`src/rtl/display_pkg.sv`:
```
// Shared types, constants and the polarity helper for the multiplexed display scanner.
package display_pkg;

  localparam int   DEFAULT_SEG_W = 8;
  localparam logic SEG_OFF       = 1'b0;
  localparam logic SEG_ON        = 1'b1;

  typedef enum logic {
    ST_BLANK = 1'b0,
    ST_SHOW  = 1'b1
  } scan_state_e;

  // Everything upstream of the pin registers is active-high; flip only here.
  function automatic logic [63:0] apply_polarity(input logic [63:0] value, input bit active_low);
    return active_low ? ~value : value;
  endfunction

endpackage

```
`src/rtl/display_scan_mux_scan_timer.sv`:
```
// Slot timer: counts 0..limit-1 for the current state and flags the last cycle of the slot.
module scan_timer
  import display_pkg::*;
#(
  parameter int DWELL_CYCLES = 1000,
  parameter int BLANK_CYCLES = 16
) (
  input  logic        clk,
  input  logic        reset,
  input  scan_state_e state_i,
  output logic        tick_o
);

  localparam int MAX_LIMIT = (DWELL_CYCLES > BLANK_CYCLES) ? DWELL_CYCLES : BLANK_CYCLES;
  localparam int CNT_W     = (MAX_LIMIT > 1) ? $clog2(MAX_LIMIT) : 1;

  localparam logic [CNT_W-1:0] SHOW_LAST  = CNT_W'(DWELL_CYCLES - 1);
  localparam logic [CNT_W-1:0] BLANK_LAST = CNT_W'((BLANK_CYCLES > 0) ? BLANK_CYCLES - 1 : 0);

  logic [CNT_W-1:0] cnt_q, cnt_d, last_val;

  // NOTE: every always_comb output gets a value before any branch, so no latch can be inferred.
  always_comb begin
    last_val = (state_i == ST_SHOW) ? SHOW_LAST : BLANK_LAST;
    tick_o   = (cnt_q == last_val);
    cnt_d    = tick_o ? '0 : cnt_q + 1'b1;
  end

  // NOTE: sequential state uses non-blocking assignments so all flops update from pre-edge values.
  always_ff @(posedge clk) begin
    if (reset) cnt_q <= '0;
    else       cnt_q <= cnt_d;
  end

endmodule

```
`src/rtl/display_scan_mux.sv`:
```
// Counter-driven scanner that time-multiplexes N_DIGITS digits onto one segment bus,
// with blank gaps, per-digit enable, frame-synchronous double buffering and output polarity.
module display_scan_mux
  import display_pkg::*;
#(
  parameter int N_DIGITS       = 4,
  parameter int SEG_W          = DEFAULT_SEG_W,
  parameter int DWELL_CYCLES   = 1000,
  parameter int BLANK_CYCLES   = 16,
  parameter bit SEG_ACTIVE_LOW = 1'b0,
  parameter bit SEL_ACTIVE_LOW = 1'b0
) (
  input  logic                      clk,
  input  logic                      reset,
  input  logic [N_DIGITS*SEG_W-1:0] digit_segs,
  input  logic [N_DIGITS-1:0]       digit_en,
  input  logic                      load,
  output logic [SEG_W-1:0]          seg_out,
  output logic [N_DIGITS-1:0]       dig_sel,
  output logic                      frame_done
);

  localparam int IDX_W = $clog2(N_DIGITS);
  localparam logic [IDX_W-1:0] LAST_IDX = IDX_W'(N_DIGITS - 1);
  // With no blank gap the scanner lives permanently in SHOW, starting from reset.
  localparam scan_state_e SLOT_START = (BLANK_CYCLES == 0) ? ST_SHOW : ST_BLANK;
  localparam logic [SEG_W-1:0]    SEG_IDLE = SEG_W'(apply_polarity(64'(0), SEG_ACTIVE_LOW));
  localparam logic [N_DIGITS-1:0] SEL_IDLE = N_DIGITS'(apply_polarity(64'(0), SEL_ACTIVE_LOW));

  typedef logic [N_DIGITS-1:0][SEG_W-1:0] seg_bank_t;

  scan_state_e         state_q, state_d;
  logic [IDX_W-1:0]    idx_q, idx_d;
  seg_bank_t           pend_segs_q, pend_segs_d, act_segs_q, act_segs_d;
  logic [N_DIGITS-1:0] pend_en_q, pend_en_d, act_en_q, act_en_d;
  logic [SEG_W-1:0]    seg_q, seg_d;
  logic [N_DIGITS-1:0] sel_q, sel_d;
  logic                frame_done_q;
  logic                slot_end, boundary, lit;
  logic [SEG_W-1:0]    seg_int;
  logic [N_DIGITS-1:0] sel_int;

  scan_timer #(
    .DWELL_CYCLES(DWELL_CYCLES),
    .BLANK_CYCLES(BLANK_CYCLES)
  ) u_timer (
    .clk    (clk),
    .reset  (reset),
    .state_i(state_q),
    .tick_o (slot_end)
  );

  always_comb begin
    state_d  = state_q;
    idx_d    = idx_q;
    boundary = (state_q == ST_SHOW) && slot_end && (idx_q == LAST_IDX);

    if (slot_end) begin
      if (state_q == ST_BLANK) begin
        state_d = ST_SHOW;
      end else begin
        state_d = SLOT_START;
        idx_d   = (idx_q == LAST_IDX) ? '0 : idx_q + 1'b1;
      end
    end

    // A load on the boundary cycle flows through pending straight into active.
    pend_segs_d = load ? seg_bank_t'(digit_segs) : pend_segs_q;
    pend_en_d   = load ? digit_en : pend_en_q;
    act_segs_d  = boundary ? pend_segs_d : act_segs_q;
    act_en_d    = boundary ? pend_en_d : act_en_q;

    lit     = (state_q == ST_SHOW) && act_en_q[idx_q];
    seg_int = lit ? act_segs_q[idx_q] : {SEG_W{SEG_OFF}};
    sel_int = lit ? (N_DIGITS'(SEG_ON) << idx_q) : '0;
    seg_d   = SEG_W'(apply_polarity(64'(seg_int), SEG_ACTIVE_LOW));
    sel_d   = N_DIGITS'(apply_polarity(64'(sel_int), SEL_ACTIVE_LOW));
  end

  always_ff @(posedge clk) begin
    if (reset) begin
      state_q      <= SLOT_START;
      idx_q        <= '0;
      // NOTE: the display buffers are deliberately reset so a reset blanks the panel immediately.
      pend_segs_q  <= '0;
      pend_en_q    <= '0;
      act_segs_q   <= '0;
      act_en_q     <= '0;
      seg_q        <= SEG_IDLE;
      sel_q        <= SEL_IDLE;
      frame_done_q <= 1'b0;
    end else begin
      state_q      <= state_d;
      idx_q        <= idx_d;
      pend_segs_q  <= pend_segs_d;
      pend_en_q    <= pend_en_d;
      act_segs_q   <= act_segs_d;
      act_en_q     <= act_en_d;
      seg_q        <= seg_d;
      sel_q        <= sel_d;
      frame_done_q <= boundary;
    end
  end

  assign seg_out    = seg_q;
  assign dig_sel    = sel_q;
  assign frame_done = frame_done_q;

endmodule
```
`config.mk`:
```
export PLATFORM = sky130hd
export DESIGN_NAME = display_scan_mux
export DESIGN_NICKNAME = d
export VERILOG_FILES = /design/src/rtl/display_pkg.sv /design/src/rtl/display_scan_mux_scan_timer.sv /design/src/rtl/display_scan_mux.sv
export SDC_FILE = /design/constraint.sdc
export NUM_CORES = 1
export LEC_CHECK = 0
export CAP_MARGIN = 15
export CORE_ASPECT_RATIO = 1.2
export CORE_MARGIN = 2
export CORE_UTILIZATION = 40
export DETAILED_ROUTE_END_ITERATION = 16
export MAX_ROUTING_LAYER = met4
export SYNTH_ARGS = -nofsm -noshare
export SYNTH_HDL_FRONTEND = slang
export SYNTH_SLANG_ARGS = --single-unit
```
`constraint.sdc`:
```
create_clock -name clk -period 2.9 [get_ports clk]
set_input_delay 0.29 -clock clk [delete_from_list [all_inputs] [get_ports clk]]
set_output_delay 0.29 -clock clk [all_outputs]
set_load 0.05 [all_outputs]
```
==> Word level (Yosys, flattened, before mapping) <==
Cells that the tools add are included.
{ "word_totals": {"register_bits": 98, "in_bits": 39, "out_inout_bits": 13, "word_cells": 38} }
{ "classes": {"addsub": 2, "order_cmp": 1, "eq_ne": 2, "shift": 1, "muxes": 9, "bitwise_logic": 1, "reduce_logical": 6} }
{ "ops": {"columns": ["operator", "count"], "rows": [
  ["$mux 32", 1],
  ["$bmux 8 s2", 1],
  ["$add 10x1->10 const B", 1],
  ["$eq 10x10->1", 1],
  ["$mux 10", 1],
  ["$mux 8", 1],
  ["$mux 4", 1],
  ["$reduce_or 2->1", 2],
  ["$shl 1x2->4 const A", 1],
  ["$logic_and 1x1->1", 3],
  ["$lt 2x3->1 const B", 1],
  ["$add 2x1->2 const B", 1],
  ["$bmux 1 s2", 1],
  ["$eq 2x2->1 const B", 1],
  ["$mux 1", 2],
  ["$mux 2", 1],
  ["$reduce_and 2->1", 1],
  ["$not 1->1", 1]
]} }

==> Logic depth before layout (Yosys ltp) <==
{ "depth": {"word_depth": 5, "mapped_depth": 6, "mapped_depth_nobuf": 4} }

==> Modules after synthesis <==
Synthesis repeated with hierarchy kept, for this count alone.
{ "unflattened": {"cells_unflattened": 310, "area_unflattened_um2": 3583.4} }
{ "by_module_without_submodules": {"columns": ["module", "n_inst", "cells_per_inst", "area_each_um2", "seq_area_each_um2"], "rows": [
  ["display_scan_mux", 1, 261, 3140.5, 1761.7],
  ["scan_timer", 1, 49, 442.9, 200.2]
]} }

==> Worst setup path after synthesis <==
No wires, ideal clock.
{ "synth_timing": {"kind": "reg2reg", "startpoint": "register u_timer.cnt_q[0]", "endpoint": "register act_segs_q[16] (netlist name)", "setup_ns": 0.121, "arrival_ns": 1.739, "required_ns": 2.779, "setup_slack_ns": 1.041, "stages_incl_launch_ff": 6, "n_path_buf": 1, "period_less_slack_ns": 1.859, "path_cell_list": "dfxtp_1 ha_1 nand3b_1 nor4_4 buf_6 mux2_2"} }
{ "synth_via": {"elab_chain_cells": 3} }
{ "synth_lines": {"columns": ["item", "line", "text"], "rows": [
  ["start: declaration", "display_scan_mux_scan_timer.sv:20", "logic [CNT_W-1:0] cnt_q, cnt_d, last_val;"],
  ["start signal: assignment", "display_scan_mux_scan_timer.sv:32", "else cnt_q <= cnt_d;"],
  ["$eq 10x10->1", "display_scan_mux_scan_timer.sv:25", "tick_o = (cnt_q == last_val);"],
  ["$logic_and 1x1->1 (2 in a row)", "display_scan_mux.sv:56", "boundary = (state_q == ST_SHOW) && slot_end && (idx_q == LAST_IDX);"],
  ["end signal: assignment", "display_scan_mux.sv:97", "act_segs_q <= act_segs_d;"],
  ["end: declaration", "display_scan_mux.sv:34", "seg_bank_t pend_segs_q, pend_segs_d, act_segs_q, act_segs_d;"]
]} }
Every way passes these cells.
A chain may end at the register's enable or synchronous reset.

==> Worst setup path after layout <==
{ "layout_timing": {"startpoint": "register u_timer.cnt_q[0]", "endpoint": "register act_segs_q[17] (netlist name)"} }
Same word-level chain as after synthesis.

==> results.yml <==
cts:
  cts_buffers: 9
  post-cts-setup-buffer-count: 0
  cts_buffer_depth: 2
  worstSkewPairLatency_ns: 0.34
  clock_sinks: 98
  cts_max_level: 3
  path_clk_slew_ns: 0.06
  cts_root_buffer: "clkbuf_16"
  cts_tree: "done"
  cts_resized: 0
  hold_buffers: 0
timing:
  rsz0062_at_grt: "no"
  whs_ns: 0.4661
  worst_clock_skew_ns: 0.006901
  relSlewSlack_pct: 38.95
  fin_crit_sh_pct: 69.31
  period_minus_slack_ns: 2.010
  setup_tns_ns: 0
  setup_viol: 0
  hold_viol_final: 0
  fmaxAchievable_ghz: 0.4975
  slew_violations: 0
  worst_slew_pin_slew_ns: 0.9082
logic_synthesis:
  synth_ff_type: "dfxtp_1"
  syn-cell-area_um2: 3919
  synth_top_area_share_pct: 50.06
  synth-seq-cells: 98
  synth_cells: 374
  syn_avg_cell_area_um2: 10.48
  yosys_warnings: 0
  synth-edff-count: 0
  async_flop_share_pct: 0
  synth_area_leaders: "dfxtp_1 (50%), mux2i_1 (9.2%), mux2_2 (9.2%)"
  yosysMostFrequentCell: "dfxtp_1"
  synth_common_cells: "dfxtp_1 (98), nor2b_1 (38), nor2_1 (37)"
  synth-seq-area-share_pct: 50.06
  synth_top_area_cell: "dfxtp_1"
  synth_nets: 415
  synth_cell_types: 38
finish:
  post_route_cells_drive_above_1_share_pct: 14.49
  nFillCells: 887
  area_growth_pct: 23.50
  multiInputGateArea_um2: 1827
  diodes: 0
  design_area_um2: 4840
  regArea_um2: 1962
  fin_nets: 457
die:
  die_x_um: 94.36
  io_pins: 52
  fp.dieH_um: 112.4
  row_count: 39
  start_util_pct: 41.18
  core_area_um2: 9515
  dieArea_um2: 10610
worst_setup_path:
  worstRegToRegCells: 5
  path_max_fanout: 36
  timing.rr.start: "u_timer.cnt_q[0]$_SDFF_PP0_"
  critical_path_required_ns: 3.12
  cp-end-kind: "flop"
  cp_data_arrival_time_ns: 2.23
  regToRegEndpoint: "act_segs_q[17]$_SDFFE_PP0P_"
  path_class: "flop to flop"
  regToRegSetupSlack_ns: 0.89
  cp-start-kind: "flop"
  crit_path_start: "u_timer.cnt_q[0]$_SDFF_PP0_"
  worstSetupEndpoint: "act_segs_q[17]$_SDFFE_PP0P_"
route:
  antenna_left: 0
  routedWlPerCell_um: 14.59
  vias_per_cell: 5.165
  drc: 0
  first_pass_iters: 4
  routed_wl_um: 7935
  drtIter0Drc: 166
  vias: 2810
global_routing:
  track_usage_pct: 15.94
  antenna_found_initial: 0
  overflow: 0
  grt_max_degree: 42
  grt_first_pass_wirelength_um: 13050
  grt_pass1_vias: 2661
place:
  io_buffers: 51
  dp_hpwl_um: 5324
  globalplace.congestion: 0.7709
  placed_cell_area_um2: 4504
pwr:
  power_density_nw_per_um2: 586.0
  p_leak_nw: 1.941
  irDropWorstVdd_v: 0.0003577
hold_path:
  holdCritPathClass: "flop to flop"
flow_run:
  max_cap_viol_count: 0
outcome:
  status: "completed"
-- sequential cells by signal (all words and copies together), names as in the netlist, 2 cells and up --
signal and flops:
seg_out 8, pend_segs_q 32, dig_sel 4, u_timer.cnt_q 10
act_en_q 4, act_segs_q 32, pend_en_q 4, idx_q 2
-- final cells by class --
cell class              instances  area share, %
clock inverters                 6          1.991
flip-flops and latches         98          40.54
inverters                       1        0.07756
clock buffers                  10          4.938
multi-input cells             249          37.75
repair buffers                 57          11.53
well taps                     123          3.180
-- cells in the final DEF, fill, tap and decap left out, drive strengths merged --
| cell | instances |
|---|---|
| dfxtp | 98 |
| clkdlybuf4s50 | 49 |
| nor2b | 38 |
| nor2 | 37 |
| mux2i | 36 |
| mux2 | 36 |
| nand4 | 27 |
| nand3 | 20 |
| clkbuf | 10 |
| buf | 8 |
| nand2 | 6 |
| o31ai | 6 |
| nor3 | 5 |
| a211oi | 5 |
| and3b | 3 |
| or4 | 3 |
| a21oi | 3 |
| nor4 | 3 |
| inv | 3 |
| nand3b | 2 |
| and2 | 2 |
| and3 | 2 |
| o21ai | 2 |
| or3 | 2 |
| xor2 | 2 |
| ha | 2 |
| bufinv | 2 |
| nor3b | 2 |
| nand2b | 1 |
| nor4b | 1 |
| a31o | 1 |
| xnor2 | 1 |
| and4 | 1 |
| clkinvlp | 1 |
| clkinv | 1 |
-- routing by layer --
layer | track usage (%) | routed length (um) | part of all wire (%)
met5 | - | 0 | 0
met4 | 5.121 | 99 | 1.2
met3 | 3.087 | 366 | 4.6
met2 | 23.71 | 3638 | 46
met1 | 21.92 | 3830 | 48
-- metrics by stage --
stage / utilization [%] / worst slack, ns / std cells / total power, mW
CTS: 50.86 / 0.8635 / 544 / 2.864
global placement: 47.34 / 0.9536 / 528 / 1.569
finish: 50.86 / 0.8901 / 544 / 2.836
detailed placement: 47.34 / 0.8746 / 528 / 1.571
floorplan: - / 1.041 / 374 / 1.497
global route: 50.86 / 0.7155 / 544 / 2.943
-- where the power goes --
| group | switching (mW) | total, mW | internal, mW |
|---|---|---|---|
| logic | 0.0680 | 0.150 | 0.0820 |
| clock network | 0.509 | 1.30 | 0.790 |
| registers | 0.00973 | 1.39 | 1.38 |
-- how the worst min path moves through the flow --
stage / cells past startpoint / endpoint / start / slack [ns]
global route: 1 / u_timer.cnt_q[0]$_SDFF_PP0_ / u_timer.cnt_q[0]$_SDFF_PP0_ / 0.49
CTS: 1 / u_timer.cnt_q[0]$_SDFF_PP0_ / u_timer.cnt_q[0]$_SDFF_PP0_ / 0.47
floorplan: 1 / u_timer.cnt_q[0]$_SDFF_PP0_ / u_timer.cnt_q[0]$_SDFF_PP0_ / 0.43
detailed placement: 1 / u_timer.cnt_q[0]$_SDFF_PP0_ / u_timer.cnt_q[0]$_SDFF_PP0_ / 0.46
global placement: 1 / u_timer.cnt_q[0]$_SDFF_PP0_ / u_timer.cnt_q[0]$_SDFF_PP0_ / 0.44
finish: 1 / u_timer.cnt_q[0]$_SDFF_PP0_ / u_timer.cnt_q[0]$_SDFF_PP0_ / 0.47
-- logic make-up (layout without fill, tap and decap cells) --
group	after synthesis	after routing	synth area share, %
buffers and inverters	27	74	3.320
AO/OA/AOI/OAI	17	17	2.969
adder cells (fa/ha/maj)	2	2	0.6385
AND/OR/NAND/NOR	155	155	22.80
XOR/XNOR	3	3	0.6706
flip-flops	98	98	50.06
multiplexers	72	72	19.54
-- worst max-delay path: stages (launching register included) --
cell	delay, ns
dfxtp_1	0.35
ha_1	0.25
nand3b_1	0.24
nor4_4	0.19
buf_4	0.46
mux2_2	0.40
Note: power is estimated with default switching activity, not from simulation.
